[src/rtl/display_pkg.sv]
// Shared constants for the 7-segment path: code-bus width, glyph codes and
// the blink phase encoding used by the scanner.
package display_pkg;

  localparam int DIGIT_W = 4;

  localparam logic [DIGIT_W-1:0] CODE_G     = 4'hA;
  localparam logic [DIGIT_W-1:0] CODE_B     = 4'hB;
  localparam logic [DIGIT_W-1:0] CODE_U     = 4'hC;
  localparam logic [DIGIT_W-1:0] CODE_F     = 4'hD;
  localparam logic [DIGIT_W-1:0] CODE_S     = 4'hE;
  localparam logic [DIGIT_W-1:0] CODE_BLANK = 4'hF;

  typedef enum logic {
    PHASE_OFF = 1'b0,
    PHASE_ON  = 1'b1
  } blink_phase_t;

  // Only a true numeric zero counts for leading-zero blanking; glyphs never do.
  function automatic logic is_zero_code(input logic [DIGIT_W-1:0] code);
    return (code == 4'h0);
  endfunction

endpackage

[src/rtl/tick_gen.sv]
// Free-running modulo-DIV counter with a single-cycle terminal-count flag,
// used as the per-digit slot timer of the display scanner.
module tick_gen #(
  parameter int DIV = 50000,
  parameter int CW  = $clog2(DIV)
) (
  input  logic          clk,
  input  logic          rst,
  output logic [CW-1:0] count,
  output logic          tick
);

  assign tick = (count == CW'(DIV - 1));

  always_ff @(posedge clk) begin
    if (rst)       count <= '0;
    else if (tick) count <= '0;
    else           count <= count + 1'b1;
  end

endmodule

[src/rtl/display_scan.sv]
// Multiplexes a packed multi-digit code word onto the shared decoder bus with
// frame-synchronous loading, anode guard time, leading-zero blanking and blink.
module display_scan
  import display_pkg::*;
#(
  parameter int NUM_DIGITS   = 4,
  parameter int REFRESH_DIV  = 50000,
  parameter int GUARD_CYCLES = 16,
  parameter int BLINK_FRAMES = 128
) (
  input  logic                          clk,
  input  logic                          rst,
  input  logic [DIGIT_W*NUM_DIGITS-1:0] value,
  input  logic                          update,
  input  logic                          lzb,
  input  logic                          blink,
  output logic [DIGIT_W-1:0]            digit_code,
  output logic [NUM_DIGITS-1:0]         an,
  output logic                          frame_start,
  output logic                          pending
);

  localparam int SLOT_W = $clog2(REFRESH_DIV);
  localparam int IDX_W  = $clog2(NUM_DIGITS);
  localparam int FC_W   = $clog2(BLINK_FRAMES + 1);

  localparam logic [IDX_W-1:0]  LAST_IDX  = IDX_W'(NUM_DIGITS - 1);
  localparam logic [SLOT_W-1:0] GUARD_END = SLOT_W'(GUARD_CYCLES);
  localparam logic [FC_W-1:0]   FC_LAST   = FC_W'(BLINK_FRAMES - 1);

  logic [SLOT_W-1:0]                    count;
  logic                                 tick;
  logic [IDX_W-1:0]                     index;
  logic                                 boundary;
  logic                                 boundary_d;
  logic [NUM_DIGITS-1:0][DIGIT_W-1:0]   disp_reg;
  logic [NUM_DIGITS-1:0][DIGIT_W-1:0]   pend_reg;
  blink_phase_t                         phase, phase_nxt;
  logic [FC_W-1:0]                      frame_cnt, frame_cnt_nxt;
  logic [NUM_DIGITS-1:0]                blank;
  logic                                 zero_run;
  logic [DIGIT_W-1:0]                   code_nxt;
  logic [NUM_DIGITS-1:0]                an_nxt;

  tick_gen #(
    .DIV (REFRESH_DIV),
    .CW  (SLOT_W)
  ) u_slot (
    .clk   (clk),
    .rst   (rst),
    .count (count),
    .tick  (tick)
  );

  assign boundary = tick && (index == LAST_IDX);

  always_ff @(posedge clk) begin
    if (rst)       index <= '0;
    else if (tick) index <= (index == LAST_IDX) ? '0 : index + 1'b1;
  end

  // The display register only changes at a frame boundary so a frame never
  // mixes old and new digits; an update on the boundary itself skips pending.
  always_ff @(posedge clk) begin
    if (rst) begin
      disp_reg <= {NUM_DIGITS{CODE_BLANK}};
      pend_reg <= {NUM_DIGITS{CODE_BLANK}};
      pending  <= 1'b0;
    end else if (boundary && update) begin
      disp_reg <= value;
      pending  <= 1'b0;
    end else begin
      if (boundary && pending) begin
        disp_reg <= pend_reg;
        pending  <= 1'b0;
      end
      if (update) begin
        pend_reg <= value;
        pending  <= 1'b1;
      end
    end
  end

  always_comb begin
    phase_nxt     = phase;
    frame_cnt_nxt = frame_cnt;
    if (!blink) begin
      phase_nxt     = PHASE_ON;
      frame_cnt_nxt = '0;
    end else if (boundary) begin
      if (frame_cnt == FC_LAST) begin
        frame_cnt_nxt = '0;
        phase_nxt     = (phase == PHASE_ON) ? PHASE_OFF : PHASE_ON;
      end else begin
        frame_cnt_nxt = frame_cnt + 1'b1;
      end
    end
  end

  always_ff @(posedge clk) begin
    if (rst) begin
      phase     <= PHASE_ON;
      frame_cnt <= '0;
    end else begin
      phase     <= phase_nxt;
      frame_cnt <= frame_cnt_nxt;
    end
  end

  // A digit is blanked while every display digit from the top down to it is zero.
  always_comb begin
    blank    = '0;
    zero_run = 1'b1;
    for (int i = NUM_DIGITS - 1; i >= 1; i--) begin
      zero_run = zero_run & is_zero_code(disp_reg[i]);
      blank[i] = lzb & zero_run;
    end
  end

  always_comb begin
    code_nxt = blank[index] ? CODE_BLANK : disp_reg[index];
    an_nxt   = '1;
    if ((count >= GUARD_END) && !(blink && (phase == PHASE_OFF)))
      an_nxt[index] = 1'b0;
  end

  // frame_start goes through two stages so it lines up with the first
  // registered output cycle of the new frame's digit 0.
  always_ff @(posedge clk) begin
    if (rst) begin
      an          <= '1;
      digit_code  <= CODE_BLANK;
      boundary_d  <= 1'b0;
      frame_start <= 1'b0;
    end else begin
      an          <= an_nxt;
      digit_code  <= code_nxt;
      boundary_d  <= boundary;
      frame_start <= boundary_d;
    end
  end

endmodule

[config.mk]
export PLATFORM = sky130hd
export DESIGN_NAME = display_scan
export DESIGN_NICKNAME = d
export VERILOG_FILES = /design/src/rtl/display_pkg.sv /design/src/rtl/tick_gen.sv /design/src/rtl/display_scan.sv
export SDC_FILE = /design/constraint.sdc
export NUM_CORES = 1
export LEC_CHECK = 0
export ABC_CLOCK_PERIOD_IN_PS = 3000
export CORE_ASPECT_RATIO = 0.9
export CORE_MARGIN = 4
export CORE_UTILIZATION = 56
export DETAILED_ROUTE_END_ITERATION = 6
export MAX_ROUTING_LAYER = met4
export PLACE_DENSITY = 0.74
export RECOVER_POWER = 50
export SYNTH_ARGS = -nofsm -noshare
export SYNTH_HDL_FRONTEND = slang
export SYNTH_SLANG_ARGS = --single-unit
[constraint.sdc]
create_clock -name clk -period 3 [get_ports clk]
set_input_delay 0.6 -clock clk [delete_from_list [all_inputs] [get_ports clk]]
set_output_delay 0.6 -clock clk [all_outputs]
set_load 0.05 [all_outputs]
Word-level counts from Yosys, hierarchy flattened
Cells that the tools add are included.
{"block": "word_totals", "input_bits": 21, "register_bits": 70, "wordCells": 68}
{"block": "classes", "add_sub_neg": 3, "muxes": 13, "eq_ne": 3, "n_bitwise": 10, "n_reduce_logical": 19, "order_cmp": 3}
{"cell": "$mux 16", "n": 2}
{"cell": "$add 16x1->16 const B", "n": 1}
{"cell": "$eq 16x16->1 const B", "n": 1}
{"cell": "$ge 16x5->1 const B", "n": 1}
{"cell": "$logic_not 4->1", "n": 3}
{"cell": "$reduce_or 2->1", "n": 5}
{"cell": "$add 8x1->8 const B", "n": 1}
{"cell": "$bmux 4 s2", "n": 1}
{"cell": "$eq 8x7->1 const B", "n": 1}
{"cell": "$mux 8", "n": 1}
{"cell": "$logic_and 1x1->1", "n": 6}
{"cell": "$and 1x1->1", "n": 5}
{"cell": "$mux 1", "n": 5}
{"cell": "$mux 4", "n": 1}
{"cell": "$not 1->1", "n": 4}
{"cell": "$not 4->4", "n": 1}
{"cell": "$reduce_and 2->1", "n": 2}
{"cell": "$reduce_bool 2->1", "n": 2}
{"cell": "$lt 2x3->1 const B", "n": 1}
{"cell": "$add 2x1->2 const B", "n": 1}
{"cell": "$bmux 1 s2", "n": 1}
{"cell": "$demux 1 s2", "n": 1}
{"cell": "$eq 2x2->1 const B", "n": 1}
{"cell": "$ge 2x1->1 const B", "n": 1}
{"cell": "2 further kinds", "n": 2}

Longest topological paths before layout
{"block": "depth", "ltp_word": 7, "mapped_depth": 7}

Cells and area by module
Synthesis repeated with hierarchy kept, for this count alone.
{"block": "hier_totals", "hier_cells": 323, "area_unflattened_um2": 3004.1}
{"mod": "display_scan", "seq_area_each_um2": 1081.0, "cells_per_inst": 242, "n_inst": 1, "area_each_um2": 2293.4}
{"mod": "tick_gen", "seq_area_each_um2": 320.3, "cells_per_inst": 81, "n_inst": 1, "area_each_um2": 710.7}

Least setup slack after synthesis
OpenSTA, ideal clock, no wires.
{"block": "synth_path", "path_kind": "register to register", "startpoint": "reg index[1]", "endpoint": "reg pend_reg[3] in the netlist's numbering", "path_slack_ns": 0.660, "arrival_ns": 2.221, "setup_ns": 0.120, "n_path_buf": 2, "period_less_slack_ns": 2.340, "stages_incl_launch_ff": 8, "cell_sequence": "dfxtp_1 -> ha_1 -> or4b_1 -> or4_1 -> buf_2 -> buf_6 -> and3_1 -> a211o_1"}
{"block": "synth_between", "elab_chain_len": 5}
{"element": "start: declaration", "line_no": "display_scan.sv:33", "rtl": "logic [IDX_W-1:0] index;"}
{"element": "start signal: assignment", "line_no": "display_scan.sv:59", "rtl": "else if (tick) index <= (index == LAST_IDX) ? '0 : index + 1'b1;"}
{"element": "$eq 2x2->1", "line_no": "display_scan.sv:55", "rtl": "assign boundary = tick && (index == LAST_IDX);"}
{"element": "$logic_and 1x1->1", "line_no": "display_scan.sv:55"}
{"element": "$logic_and 1x1->1", "line_no": "display_scan.sv:69", "rtl": "end else if (boundary && update) begin"}
{"element": "$not 1->1 (no source line)"}
{"element": "$reduce_and 2->1 (no source line)"}
{"element": "end signal: assignment", "line_no": "display_scan.sv:67", "rtl": "pend_reg <= {NUM_DIGITS{CODE_BLANK}};"}
{"element": "end signal: assignment", "line_no": "display_scan.sv:78", "rtl": "pend_reg <= value;"}
{"element": "end: declaration", "line_no": "display_scan.sv:37", "rtl": "logic [NUM_DIGITS-1:0][DIGIT_W-1:0] pend_reg;"}
Every way passes these cells.
A chain may end at the register's enable or synchronous reset.

Final worst setup path
{"block": "layout_path", "startpoint": "reg u_slot.count[13]", "endpoint": "reg u_slot.count[10]"}
{"block": "layout_between", "elab_chain_len": 2}
{"element": "start: declaration", "line_no": "tick_gen.sv:9", "rtl": "output logic [CW-1:0] count,"}
{"element": "start signal: assignment", "line_no": "tick_gen.sv:18", "rtl": "else count <= count + 1'b1;"}
{"element": "$eq 16x16->1", "line_no": "tick_gen.sv:13", "rtl": "assign tick = (count == CW'(DIV - 1));"}
{"element": "$reduce_or 2->1 (no source line)"}
Every way passes these cells.

==> results.toml <==
[run_status]
outcome = "complete, no violations"

[global_route]
leftover_overflow_at_the_end_of_global_routing = 0
grt_start_max_net_pins = 28
number_of_antenna_violations_at_the_first_check_in_global_routing = 0
tot_gr_track_use_pct = 23.1
grt_pass1_wl_um = 12200
first_global_vias = 2411

[place]
estimated_wirelength_of_the_detail_placed_design_um = 4910
port_buffers = 30
routabilityCongestion = 0.905
place_inst = 413

[cells_and_area]
antenna_cells = 0
drive_above_1_share_pct = 8.01
layout_commonest_cell = "dfxtp_1"
design.final.nets = 385
area_growth_pct = 16.5
finalNonFillerCells = 429
layout_common_cells = "dfxtp_1 (70), a211o_1 (33), nor2_1 (21)"
postLayoutCoreUtil_pct = 69.3

[pwr]
max-vdd-ir-drop_uv = 354
leakagePower_nw = 1.34
power_density_mw_per_mm2 = 478
fin_total_pwr_mw = 1.78

[worst_setup_path]
crit_cells = 4
timing.critical_path.to_type = "flip-flop"
worst-path-max-fanout = 15
timing.critical_path.slowest_stage_cell = "or2_0"
path_cells = "or4_1 -> nor4_1 -> or2_0 -> nor2_1"
reg2reg_setup_slack_ns = 0.38
worstSetupStartpointType = "flip-flop"
crit_family = "simple AND/OR/NAND/NOR gates"
path_buf_inv = 0
reg2reg_to = "u_slot.count[10]$_SDFF_PP0_"
worst_reg2reg_path_depth = 4
slowest_delay_ns = 0.73
required_worst_endpoint_ns = 3.21
endpoint_arrival_time_on_the_critical_path_ns = 2.83
criticalPathCategory = "flip-flop to flip-flop"
start_of_the_worst_register_to_register_path = "u_slot.count[13]$_SDFF_PP0_"

[die]
placement_rows = 25
ios = 31
core_sq_mm = 0.00538
die_area_sq_mm = 0.00699
die_height_um = 79.7
die_x_um = 87.7
initial_core_util_pct = 59.5

[sta]
post-route-period-util_pct = 87.5
finClkSkew_ns = 0.00480
worst_hold_slack_ns = 0.441
slew_headroom_pct = 24.2
max_freq_ghz = 0.381
aggregate_negative_setup_slack_ns = 0
min_period_ns = 2.62
tightest_slew_ns = 1.14
timing.final.setup_violations = 0
grt_setup_unrepaired = "false"
finalMaxSlewViolations = 0
final-hold-violation-count = 0

[clock_tree]
cts-hold-fix-buffers = 0
cts_repair_resize_count = 0
cts.clk_slew.worst_paths_ns = 0.07
postCtsSetupBuffers = 0
cts.htree.levels = 3
clock_latency_ns = 0.35
clock-root-buffer = "clkbuf_8"
numClockSinks = 70
cts_max_path_buffers = 2
cts_bufs_inserted = 9
tritoncts = "done"

[yosys]
seq_total_area_yosys_pct = 43.8
yosysWarningCount = 0
postSynth.asyncResetShare_pct = 0
syn_avg_cell_area_sq_um = 9.64
synthesis.instances = 332
ys_dominant_reg_cell = "dfxtp_1"
synth-edff-count = 0
postSynthNetCount = 360
yosys_reg_bits = 70
synth_area_sq_mm = 0.00320
netlist-cell-type-count = 37

[worst_hold_path]
worstHoldPathCells = 1
worstHoldPathType = "flip-flop to flip-flop"
worst_min_path_start = "boundary_d$_SDFF_PP0_"
hold-path-endpoint = "frame_start$_SDFF_PP0_"

[route]
drt_iter0_drc = 177
route.detailed.wl_per_inst_um = 16.7
total_via_count_after_detailed_routing = 2666
total_routed_length_um = 7160
number_of_vias_per_cell = 6.21
drtPass1Iterations = 5
route.detailed.drc = 0
ant_nets = 0

[flow_run]
cap_viol_max_count = 0
## Yosys cell counts (all sizes together), types with 3 or more instances
library cell  instances  area [sq um]
a21oi                11          55.1
a211o                33           289
a31oi                 3          18.8
dfxtp                70          1400
nor4                  7          50.1
nor2b                 3          18.8
buf                   6          42.5
or3                   8          50.1
nor3                  6          30.0
and3                 19           119
ha                    7          87.6
clkbuf               19          71.3
nand2b               17           106
nand3                 9          45.0
xor2                  7          61.3
xnor2                 4          35.0
o21ai                 5          25.0
nand4                11          68.8
nand2                16          60.1
mux4                  4          90.1
nor2                 21          78.8
o2111a               17           191
or4                   6          48.8
inv                   8          30.0
o31ai                 3          22.5
## worst max-delay path by stage
stage	startpoint	end	slack, ns
global route	u_slot.count[13]$_SDFF_PP0_	u_slot.count[3]$_SDFF_PP0_	0.13
finish	u_slot.count[13]$_SDFF_PP0_	u_slot.count[10]$_SDFF_PP0_	0.38
CTS	index[1]$_SDFFE_PP0P_	pend_reg[9]$_SDFFE_PP1P_	0.43
global placement	index[1]$_SDFFE_PP0P_	frame_cnt[4]$_SDFFE_PP0P_	0.50
floorplan	index[1]$_SDFFE_PP0P_	pend_reg[3]$_SDFFE_PP1P_	0.66
detailed placement	index[1]$_SDFFE_PP0P_	pend_reg[9]$_SDFFE_PP1P_	0.46
## cells by family after synthesis
logic type / share of synthesized area [%]
buf+inv: 4.50
flops: 43.8
mux: 3.44
compound gates: 19.6
fa+ha+maj: 2.74
xor+xnor: 3.01
simple gates: 22.9
## through the flow
step                      setup slack, ns  area (sq um)
after floorplan                     0.660          3200
after global placement              0.503          3550
after detailed placement            0.461          3550
after CTS                           0.425          3730
after global routing                0.134          3730
final                               0.375          3730
## layer usage
metal | global-route usage (%) | part of all wire, %
met4 | 9.20 | 1.8
met5 | - | 0
met3 | 6.40 | 7.2
met1 | 34.6 | 50
met2 | 28.6 | 41
## worst register-to-register path, stage by stage (launching register included)
cell     delay [ns]
dfxtp_1        0.36
or4_1          0.64
nor4_1         0.64
or2_0          0.73
nor2_1         0.11
## power breakdown
group          total [mW]  internal (mW)  switching [mW]  leakage [nW]
Clock               0.710          0.368           0.341        0.0889
Combinational       0.110         0.0548          0.0553         0.678
Sequential          0.961          0.949          0.0125         0.570
## layout make-up
cell class | instances | area, sq um
timing repair buffer | 39 | 364
fill | 444 | 1650
inverter | 8 | 30.0
multi-input combinational | 229 | 1660
tap | 67 | 83.8
clock inverter | 2 | 15.0
clock buffer | 14 | 173
sequential | 70 | 1400
(Power assumes the default switching activity.)
